## config.mk

```make
export PLATFORM = sky130hd
export DESIGN_NAME = mms_serial_flat
export DESIGN_NICKNAME = d
export VERILOG_FILES = /design/src/rtl/mms_pkg.sv /design/src/rtl/mms_serial_if.sv /design/src/rtl/mms_cmp_sel.sv /design/src/rtl/mms_serial.sv /design/src/flat_wrapper.sv
export SDC_FILE = /design/constraint.sdc
export NUM_CORES = 1
export LEC_CHECK = 0
export CORE_UTILIZATION = 35
export CTS_CLUSTER_DIAMETER = 40
export CTS_CLUSTER_SIZE = 20
export DETAILED_ROUTE_END_ITERATION = 7
export PLACE_DENSITY = 0.65
export SYNTH_ARGS = -nofsm -noshare
export SYNTH_HDL_FRONTEND = slang
export SYNTH_SLANG_ARGS = --single-unit
```

## constraint.sdc

```tcl
create_clock -name clk -period 1.86 [get_ports clk]
set_input_delay 0.279 -clock clk [delete_from_list [all_inputs] [get_ports clk]]
set_output_delay 0.279 -clock clk [all_outputs]
set_load 0.02 [all_outputs]
```

## src/rtl/mms_pkg.sv

```systemverilog
// Shared types and constants for the streaming max/min selector.
// Latency: n/a (declarations only).
// Backpressure: n/a (declarations only).
package mms_pkg;

    // Frame controller states: waiting for beat 0, accumulating, presenting result.
    typedef enum logic [1:0] {
        IDLE  = 2'd0,
        ACCUM = 2'd1,
        HOLD  = 2'd2
    } mms_state_t;

    // Encoding of the select input.
    localparam logic MMS_SEL_MAX = 1'b0;
    localparam logic MMS_SEL_MIN = 1'b1;

endpackage

```

## src/rtl/mms_serial_if.sv

```systemverilog
// Stream interface for mms_serial: sample input channel plus result output channel.
// Latency: n/a (wiring only).
// Backpressure: in_ready throttles the sample producer, out_ready throttles the result.
//
// Signals:
//   select/number/in_valid -> sample channel (producer drives), in_ready <- block
//   result/result_idx/out_valid <- block, out_ready -> consumer drives
// Modports: master = producer/consumer side, slave = the selector block.
interface mms_serial_if #(
    parameter int DATA_W    = 8,
    parameter int FRAME_LEN = 8
);
    localparam int IDX_W = $clog2(FRAME_LEN);

    logic              select;
    logic [DATA_W-1:0] number;
    logic              in_valid;
    logic              in_ready;
    logic [DATA_W-1:0] result;
    logic [IDX_W-1:0]  result_idx;
    logic              out_valid;
    logic              out_ready;

    modport master (
        output select, number, in_valid, out_ready,
        input  in_ready, result, result_idx, out_valid
    );

    modport slave (
        input  select, number, in_valid, out_ready,
        output in_ready, result, result_idx, out_valid
    );

endinterface

```

## src/rtl/mms_cmp_sel.sv

```systemverilog
// Combinational 2-input compare-and-select between running winner and new candidate.
// Latency: 0 cycles (pure combinational).
// Backpressure: none; evaluated every cycle, the caller decides whether to use it.
//
// Ports:
//   sel       in  0 = max, 1 = min
//   cur       in  current running winner
//   cand      in  new candidate sample
//   pick_cand out candidate replaces the current winner
//   value     out winning value after this compare
module mms_cmp_sel
    import mms_pkg::*;
#(
    parameter int DATA_W = 8
) (
    input  logic              sel,
    input  logic [DATA_W-1:0] cur,
    input  logic [DATA_W-1:0] cand,
    output logic              pick_cand,
    output logic [DATA_W-1:0] value
);

    logic cur_lt_cand;

    // One unsigned comparator serves both modes. For max a tie keeps the
    // earlier sample (strict <); for min the negation makes a tie pick the
    // newer sample, so equal minima resolve to the latest index.
    assign cur_lt_cand = (cur < cand);
    assign pick_cand   = (sel == MMS_SEL_MIN) ? !cur_lt_cand : cur_lt_cand;
    assign value       = pick_cand ? cand : cur;

endmodule

```

## src/rtl/mms_serial.sv

```systemverilog
// Streaming max/min selector: folds a FRAME_LEN-sample frame into its extreme value and index.
// Latency: out_valid rises on the edge accepting the last sample; min frame period FRAME_LEN+1.
// Backpressure: in_ready drops while a result is held; result held until out_ready.
//
// Ports:
//   clk    in   rising-edge clock
//   rst_n  in   synchronous active-low reset
//   bus    slave modport of mms_serial_if (sample in, result out)
module mms_serial
    import mms_pkg::*;
#(
    parameter int DATA_W    = 8,
    parameter int FRAME_LEN = 8
) (
    input  logic         clk,
    input  logic         rst_n,
    mms_serial_if.slave  bus
);

    localparam int              IDX_W    = $clog2(FRAME_LEN);
    localparam logic [IDX_W-1:0] LAST_IDX = IDX_W'(FRAME_LEN - 1);

    mms_state_t        state_q;
    mms_state_t        state_d;

    logic              sel_q;
    logic [DATA_W-1:0] acc_q;
    logic [IDX_W-1:0]  acc_idx_q;
    logic [IDX_W-1:0]  cnt_q;

    logic [DATA_W-1:0] result_q;
    logic [IDX_W-1:0]  result_idx_q;
    logic              out_valid_q;

    logic              in_ready;
    logic              accept;
    logic              last_beat;
    logic              pick_cand;
    logic [DATA_W-1:0] cmp_value;

    // Ready comes only from state and reset so the producer never sees a
    // combinational path from out_ready or in_valid.
    assign in_ready  = rst_n && (state_q != HOLD);
    assign accept    = bus.in_valid && in_ready;
    assign last_beat = (state_q == ACCUM) && accept && (cnt_q == LAST_IDX);

    mms_cmp_sel #(
        .DATA_W (DATA_W)
    ) u_cmp (
        .sel       (sel_q),
        .cur       (acc_q),
        .cand      (bus.number),
        .pick_cand (pick_cand),
        .value     (cmp_value)
    );

    // State register.
    always_ff @(posedge clk) begin
        if (!rst_n) begin
            state_q <= IDLE;
        end else begin
            state_q <= state_d;
        end
    end

    // Next-state decode.
    always_comb begin
        state_d = state_q;
        unique case (state_q)
            IDLE:    if (accept)        state_d = ACCUM;
            ACCUM:   if (last_beat)     state_d = HOLD;
            HOLD:    if (bus.out_ready) state_d = IDLE;
            default:                    state_d = IDLE;
        endcase
    end

    // Accumulator and result registers.
    always_ff @(posedge clk) begin
        if (!rst_n) begin
            sel_q        <= MMS_SEL_MAX;
            acc_q        <= '0;
            acc_idx_q    <= '0;
            cnt_q        <= '0;
            result_q     <= '0;
            result_idx_q <= '0;
            out_valid_q  <= 1'b0;
        end else begin
            unique case (state_q)
                IDLE: begin
                    if (accept) begin
                        // Beat 0 seeds the winner; select is frozen for the frame.
                        sel_q     <= bus.select;
                        acc_q     <= bus.number;
                        acc_idx_q <= '0;
                        cnt_q     <= IDX_W'(1);
                    end
                end
                ACCUM: begin
                    if (accept) begin
                        if (pick_cand) begin
                            acc_q     <= cmp_value;
                            acc_idx_q <= cnt_q;
                        end
                        if (last_beat) begin
                            // Publish the post-compare winner, not the stale accumulator.
                            result_q     <= cmp_value;
                            result_idx_q <= pick_cand ? cnt_q : acc_idx_q;
                            out_valid_q  <= 1'b1;
                        end else begin
                            cnt_q <= cnt_q + IDX_W'(1);
                        end
                    end
                end
                HOLD: begin
                    if (bus.out_ready) begin
                        out_valid_q <= 1'b0;
                    end
                end
                default: begin
                    out_valid_q <= 1'b0;
                end
            endcase
        end
    end

    assign bus.in_ready   = in_ready;
    assign bus.result     = result_q;
    assign bus.result_idx = result_idx_q;
    assign bus.out_valid  = out_valid_q;

endmodule
```

## src/flat_wrapper.sv

```systemverilog
// flat-port wrapper written by rule: the top's interface ports become plain ports
module mms_serial_flat import mms_pkg::*;
#(
    parameter int DATA_W    = 8,
    parameter int FRAME_LEN = 8
)
  (clk, rst_n, bus_select, bus_number, bus_in_valid, bus_out_ready, bus_in_ready, bus_result, bus_result_idx, bus_out_valid);
  mms_serial_if #(.DATA_W(DATA_W), .FRAME_LEN(FRAME_LEN)) bus_i ();
  input  logic clk;
  input  logic rst_n;
  input wire logic [$bits(bus_i.select)-1:0] bus_select;
  input wire logic [$bits(bus_i.number)-1:0] bus_number;
  input wire logic [$bits(bus_i.in_valid)-1:0] bus_in_valid;
  input wire logic [$bits(bus_i.out_ready)-1:0] bus_out_ready;
  output wire logic [$bits(bus_i.in_ready)-1:0] bus_in_ready;
  output wire logic [$bits(bus_i.result)-1:0] bus_result;
  output wire logic [$bits(bus_i.result_idx)-1:0] bus_result_idx;
  output wire logic [$bits(bus_i.out_valid)-1:0] bus_out_valid;
  assign bus_i.select = bus_select;
  assign bus_i.number = bus_number;
  assign bus_i.in_valid = bus_in_valid;
  assign bus_i.out_ready = bus_out_ready;
  assign bus_in_ready = bus_i.in_ready;
  assign bus_result = bus_i.result;
  assign bus_result_idx = bus_i.result_idx;
  assign bus_out_valid = bus_i.out_valid;
  mms_serial #(.DATA_W(DATA_W), .FRAME_LEN(FRAME_LEN)) u_core (.clk(clk), .rst_n(rst_n), .bus(bus_i));
endmodule
```

* Word-level counts from Yosys, hierarchy flattened
Index checks and enable logic that the tools add are counted.
** Operators by class
- Add/sub/neg operators :: 1
- Order comparisons :: 1
- Equal/unequal tests :: 10
- Mux-type cells :: 22
- Bitwise gates (word level) :: 1
- Reductions and logical operators :: 14
** Operator list (number)
- two-way mux 8 bit :: 4
- two-way mux 3 bit :: 6
- case mux 8 bit (2 select lines) :: 1
- case mux 3 bit (2 select lines) :: 2
- AND reduction 4 bit :: 3
- AND reduction 3 bit :: 3
- < comparator 8 bit :: 1
- inequality test 2 bit (second input constant) :: 4
- two-way mux 2 bit :: 3
- inequality test 2 x 1 -> 1 bit (second input constant) :: 3
- case mux 2 bit (3 select lines) :: 1
- logical AND 1 bit :: 4
- two-way mux 1 bit :: 4
- adder 3 x 1 -> 3 bit (second input constant) :: 1
- == test 3 bit (second input constant) :: 1
- case mux 1 bit (3 select lines) :: 1
- == test 2 x 1 -> 1 bit (second input constant) :: 1
- == test 2 bit (second input constant) :: 1
- logical NOT 2 bit :: 1
- AND reduction 2 bit :: 1
- nonzero test 2 bit :: 1
- logical NOT 1 bit :: 1
- inverter 1 bit :: 1
** Storage, ports and cells
- Flip-flop bits (word level) :: 29
- Output and inout port bits :: 13
- Word-level logic and storage cells :: 57

* Logic depth before layout (Yosys ltp)
- Depth after elaboration :: 8
- Mapped depth :: 8
- Depth with buffers taken out :: 7

* Cells and area by module
From an unflattened synthesis, not the netlist that was laid out.
** Unflattened totals
- Cell total of the unflattened synthesis :: 212
- Area total of the unflattened synthesis :: 1898.1 µm²
** Modules (own cells, without submodules)
- mms_serial :: times used 1, cells an instance 137, area each 1328.8 µm², sequential area each 580.6 µm²
- mms_cmp_sel :: times used 1, cells an instance 75, area each 569.3 µm², sequential area each 0.0 µm²

* Worst setup path before layout
No wires, ideal clock.
- Path kind :: input port to flip-flop
- From :: in bus_number[7]
- To :: reg u_core.acc_idx_q[0]
- Data arrival time :: 1698 ps
- Setup slack :: 45 ps
- Stages on the path :: 8
- Path through :: inv_1 ha_1 nand2_1 o21ai_0 a211o_1 nand3_2 buf_6 a32o_1
** On the way
- Cells in the longest elaborated chain, start to end :: 6
** RTL lines
- start, declared :: line flat_wrapper.sv:12 : input wire logic [$bits(bus_i.number)-1:0] bus_number;
- < comparator 8 bit (*) :: line mms_cmp_sel.sv:28 : assign cur_lt_cand = (cur < cand);
- logical NOT 1 bit :: line mms_cmp_sel.sv:29 : assign pick_cand = (sel == MMS_SEL_MIN) ? !cur_lt_cand : cur_lt_cand;
- two-way mux 1 bit (*) :: line mms_cmp_sel.sv:29
- two-way mux 3 bit (*) (2 in a row)
- case mux 3 bit (2 select lines) (*)
- end signal, assigned :: line mms_serial.sv:102 : acc_idx_q <= cnt_q;
- end, declared :: line mms_serial.sv:28 : logic [IDX_W-1:0] acc_idx_q;
Mark *: on every way between the ends. The rest lies on a longest branch, timed or not. The select of a mux whose other input is x is not followed.
A chain may end at the register's enable or synchronous reset.

* Final worst setup path
- From :: reg u_core.acc_q[1]
- To :: reg u_core.acc_q[7]
** On the way
- Cells in the longest elaborated chain, start to end :: 7
** RTL lines
- start, declared :: line mms_serial.sv:27 : logic [DATA_W-1:0] acc_q;
- start signal, assigned :: line mms_serial.sv:93 : acc_q <= bus.number;
- start signal, assigned :: line mms_serial.sv:101 : acc_q <= cmp_value;
- < comparator 8 bit (*) :: line mms_cmp_sel.sv:28
- logical NOT 1 bit :: line mms_cmp_sel.sv:29
- two-way mux 1 bit (*) :: line mms_cmp_sel.sv:29
- two-way mux 8 bit :: line mms_cmp_sel.sv:30 : assign value = pick_cand ? cand : cur;
- two-way mux 8 bit :: line mms_serial.sv:100 : if (pick_cand) begin
- two-way mux 8 bit :: line mms_serial.sv:99 : if (accept) begin
- case mux 8 bit (2 select lines) :: line mms_serial.sv:88 : unique case (state_q)
Marked as above.

==> metrics.csv <==
stage;metric;value;unit
status;status;complete, but fails checks;
status;failing checks;negative setup slack;
power_and_ir_drop;Max VDD drop;442.0;uV
placed_design;Placer Congestion;0.8441;
die;die height;67.80;um
grt;largest net degree at the start of global routing;30;
routing;vias per cell;5.363;
finish;Filler Cells Inserted;349;
synth;Yosys top cell by area;dfxtp_1;
critical_path;critical path, cell by cell;ha_4 > a2111o_1 > a211o_1 > nand3_4 > buf_6 > mux2i_1;
sta;Pins Over Slew Limit;0;
critical_path;Critical Path AT;2090;ps
routing;DRT Pass-1 Iters;4;
synth;Synth Net Count;196;
die;Core ar.;4086;um^2
routing;DRT antenna net count;0;
critical_path;crit-path max FO;5;
clock_network;H-tree depth;2;
routing;WL met2;1.964;mm
power_and_ir_drop;Pleak;0.9626;nW
routing;met1 wire length;1.797;mm
routing;highest metal used;met4;
finish;area grow syn2layout;56.48;%
routing;DRC;0;
sta;worst hold slack;404.7;ps
die;die width;67.80;um
synth;Mapped Area;1515;um^2
critical_path;critical path class;reg -> reg;
sta;Hold Fails Final Rpt;0;
power_and_ir_drop;Pwr Total;1.602;mW
critical_path;Largest stage delay, worst path;470;ps
sta;relative slew slack;70.34;%
sta;Fmax achieved;530.4;MHz
die;initial core utilization;37.08;%
sta;Final setup viols;8;
finish;fin util;58.02;%
sta;Worst Setup Slack, final;-25.49;ps
synth;Syn Inst Count;174;
grt;Remaining Overflow, GRT;0;
synth;top post-synthesis cells by count;dfxtp_1 (29), o21ai_0 (17), nand2_1 (15);
synth;Post-synth ARST share;0;%
sta;worst-margin pin slew;444.3;ps
synth;post-synth cell types;32;
die;row count;23;
grt;GRT Resource Usage Total;19.54;%
synth;Seq cells post-synth;29;
grt;antenna violations before repair;0;
routing;DRT iter0 DRCs;116;
finish;share of layout cells above drive strength 1;34.20;%
power_and_ir_drop;Pwr Density;675.6;nW/um^2
synth;largest cells by area after synthesis;dfxtp_1 (38%), ha_1 (7.4%), o21ai_0 (5.6%);
synth;Avg Cell Area, Syn;8.708;um^2
sta;fin crit share;101.4;%
grt;vias in the first global route;1441;
routing;Total Wirelength;3.989;mm
finish;Ant. Diodes;0;
placed_design;IO Port Bufs;25;
placed_design;dpl hpwl;2.529;mm
die;I/O Pins;26;
synth;most frequent cell after synthesis;dfxtp_1;
sta;RSZ-0062 raised after global routing;yes;
synth;YS warnings;0;
die;die footprint;4596;um^2
clock_network;total CTS buffers;5;
clock_network;root buffer cell;clkbuf_8;
synth;post-synth top area share;38.32;%
critical_path;slowest cell on the critical path;a2111o_1;
finish;# nets final;252;
clock_network;CTS clk-pin slew, worst paths;60;ps
clock_network;clk_lat worst skew;280;ps
routing;met3 wire len;155;um
clock_network;clk sinks;29;
critical_path;crit start category;register;
grt;global-route wire length before repair;6.555;mm
hold_path;HP Class;in -> reg;
flow_run;max_cap viols;0;
routing;routed wirelength normalized by instance count;14.20;um
sta;clk_skew;4.174;ps
synth;post-synthesis sequential area ratio;38.32;%
synth;ys flop type;dfxtp_1;
sta;final worst path period need;1885;ps
critical_path;crit end category;register;
synth;number of synthesized flops with an enable pin;0;
critical_path;CP required;2060;ps
clock_network;CTS Buffer Depth;2;
clock_network;CTS tree;done;
routing;vias after detailed routing;1507;
-- state kept, by name, summed over array words and instances, names as in the netlist --
name	cells
u_core.cnt_q	3
u_core.state_q	2
u_core.bus.out_valid	1
u_core.acc_q	8
u_core.bus.result	8
u_core.acc_idx_q	3
u_core.bus.result_idx	3
u_core.sel_q	1
-- layout make-up --
class | instances | area, um^2 | area share (%)
inverters | 9 | 33.78 | 1.425
clock inverters | 1 | 5.005 | 0.2111
clock buffers | 7 | 96.34 | 4.063
well taps | 50 | 62.56 | 2.639
flip-flops and latches | 29 | 584.3 | 24.64
repair buffers | 63 | 575.6 | 24.27
multi-input cells | 122 | 1013 | 42.74
-- power breakdown --
part	internal [mW]	switching, mW	total [mW]
Combinational	0.195	0.173	0.368
Clock	0.334	0.240	0.573
Sequential	0.643	0.0182	0.661
-- placed cells by master, fill, tap and decap left out, types with 5 or more instances in the layout --
cell type and n:
buf_4 28, dfxtp_1 26, clkdlybuf4s50_1 17, o21ai_0 15, nand2_1 15, nand4_1 12, a31oi_1 11, buf_6 9
mux2i_1 8, clkbuf_8 7, dlygate4sd2_1 7, o31ai_2 6, inv_2 5, o31ai_1 5
-- worst paths after layout --
check                                       start                end  slack (ps)  cells after the start
worst min-delay path                bus_number[0]    u_core.acc_q[0]         400                      4
worst max register to register    u_core.acc_q[1]    u_core.acc_q[7]         -30                      6
worst max-delay path              u_core.acc_q[1]    u_core.acc_q[7]         -30                      6
worst min register to register  u_core.state_q[1]  u_core.state_q[0]         490                      1
-- per-layer routing --
layer	vias to the layer above	track usage, %
met4	0	9.375
met2	32	31.93
met5	-	0
met3	6	5.236
met1	705	23.52
li1	764	-
-- per-stage QoR --
step	cell area (um^2)	TNS [ps]	std cells	setup WS (ps)
after floorplan	1515	0	174	44.61
after global placement	1989	-13880	266	-732.0
after detailed placement	1989	-14660	266	-760.7
after CTS	2306	-272.3	279	-37.65
after global routing	2371	-1109	281	-87.21
final	2371	-90.44	281	-25.49
-- cell families after synthesis --
| group | after synthesis | synth area share [%] |
|---|---|---|
| simple gates | 47 | 16.60 |
| mux | 8 | 5.285 |
| fa+ha+maj | 9 | 7.432 |
| flops | 29 | 38.32 |
| buf+inv | 23 | 6.936 |
| compound gates | 58 | 25.43 |
-- worst max-delay path: cells and delay by family (launching register included) --
kind | cells | cell delay, ps
compound gates | 2 | 840
simple gates | 1 | 110
buf+inv | 1 | 130
fa+ha+maj | 1 | 190
flops | 1 | 350
mux | 1 | 190
-- what timing repair did --
action                     4_1_cts  5_1_grt
buffers inserted                 5        2
setup endpoints to repair       22       22
hold buffers                     0        0
pin swaps                       18       13
resized for setup               49        9
Note: power is estimated with default switching activity, not from simulation.
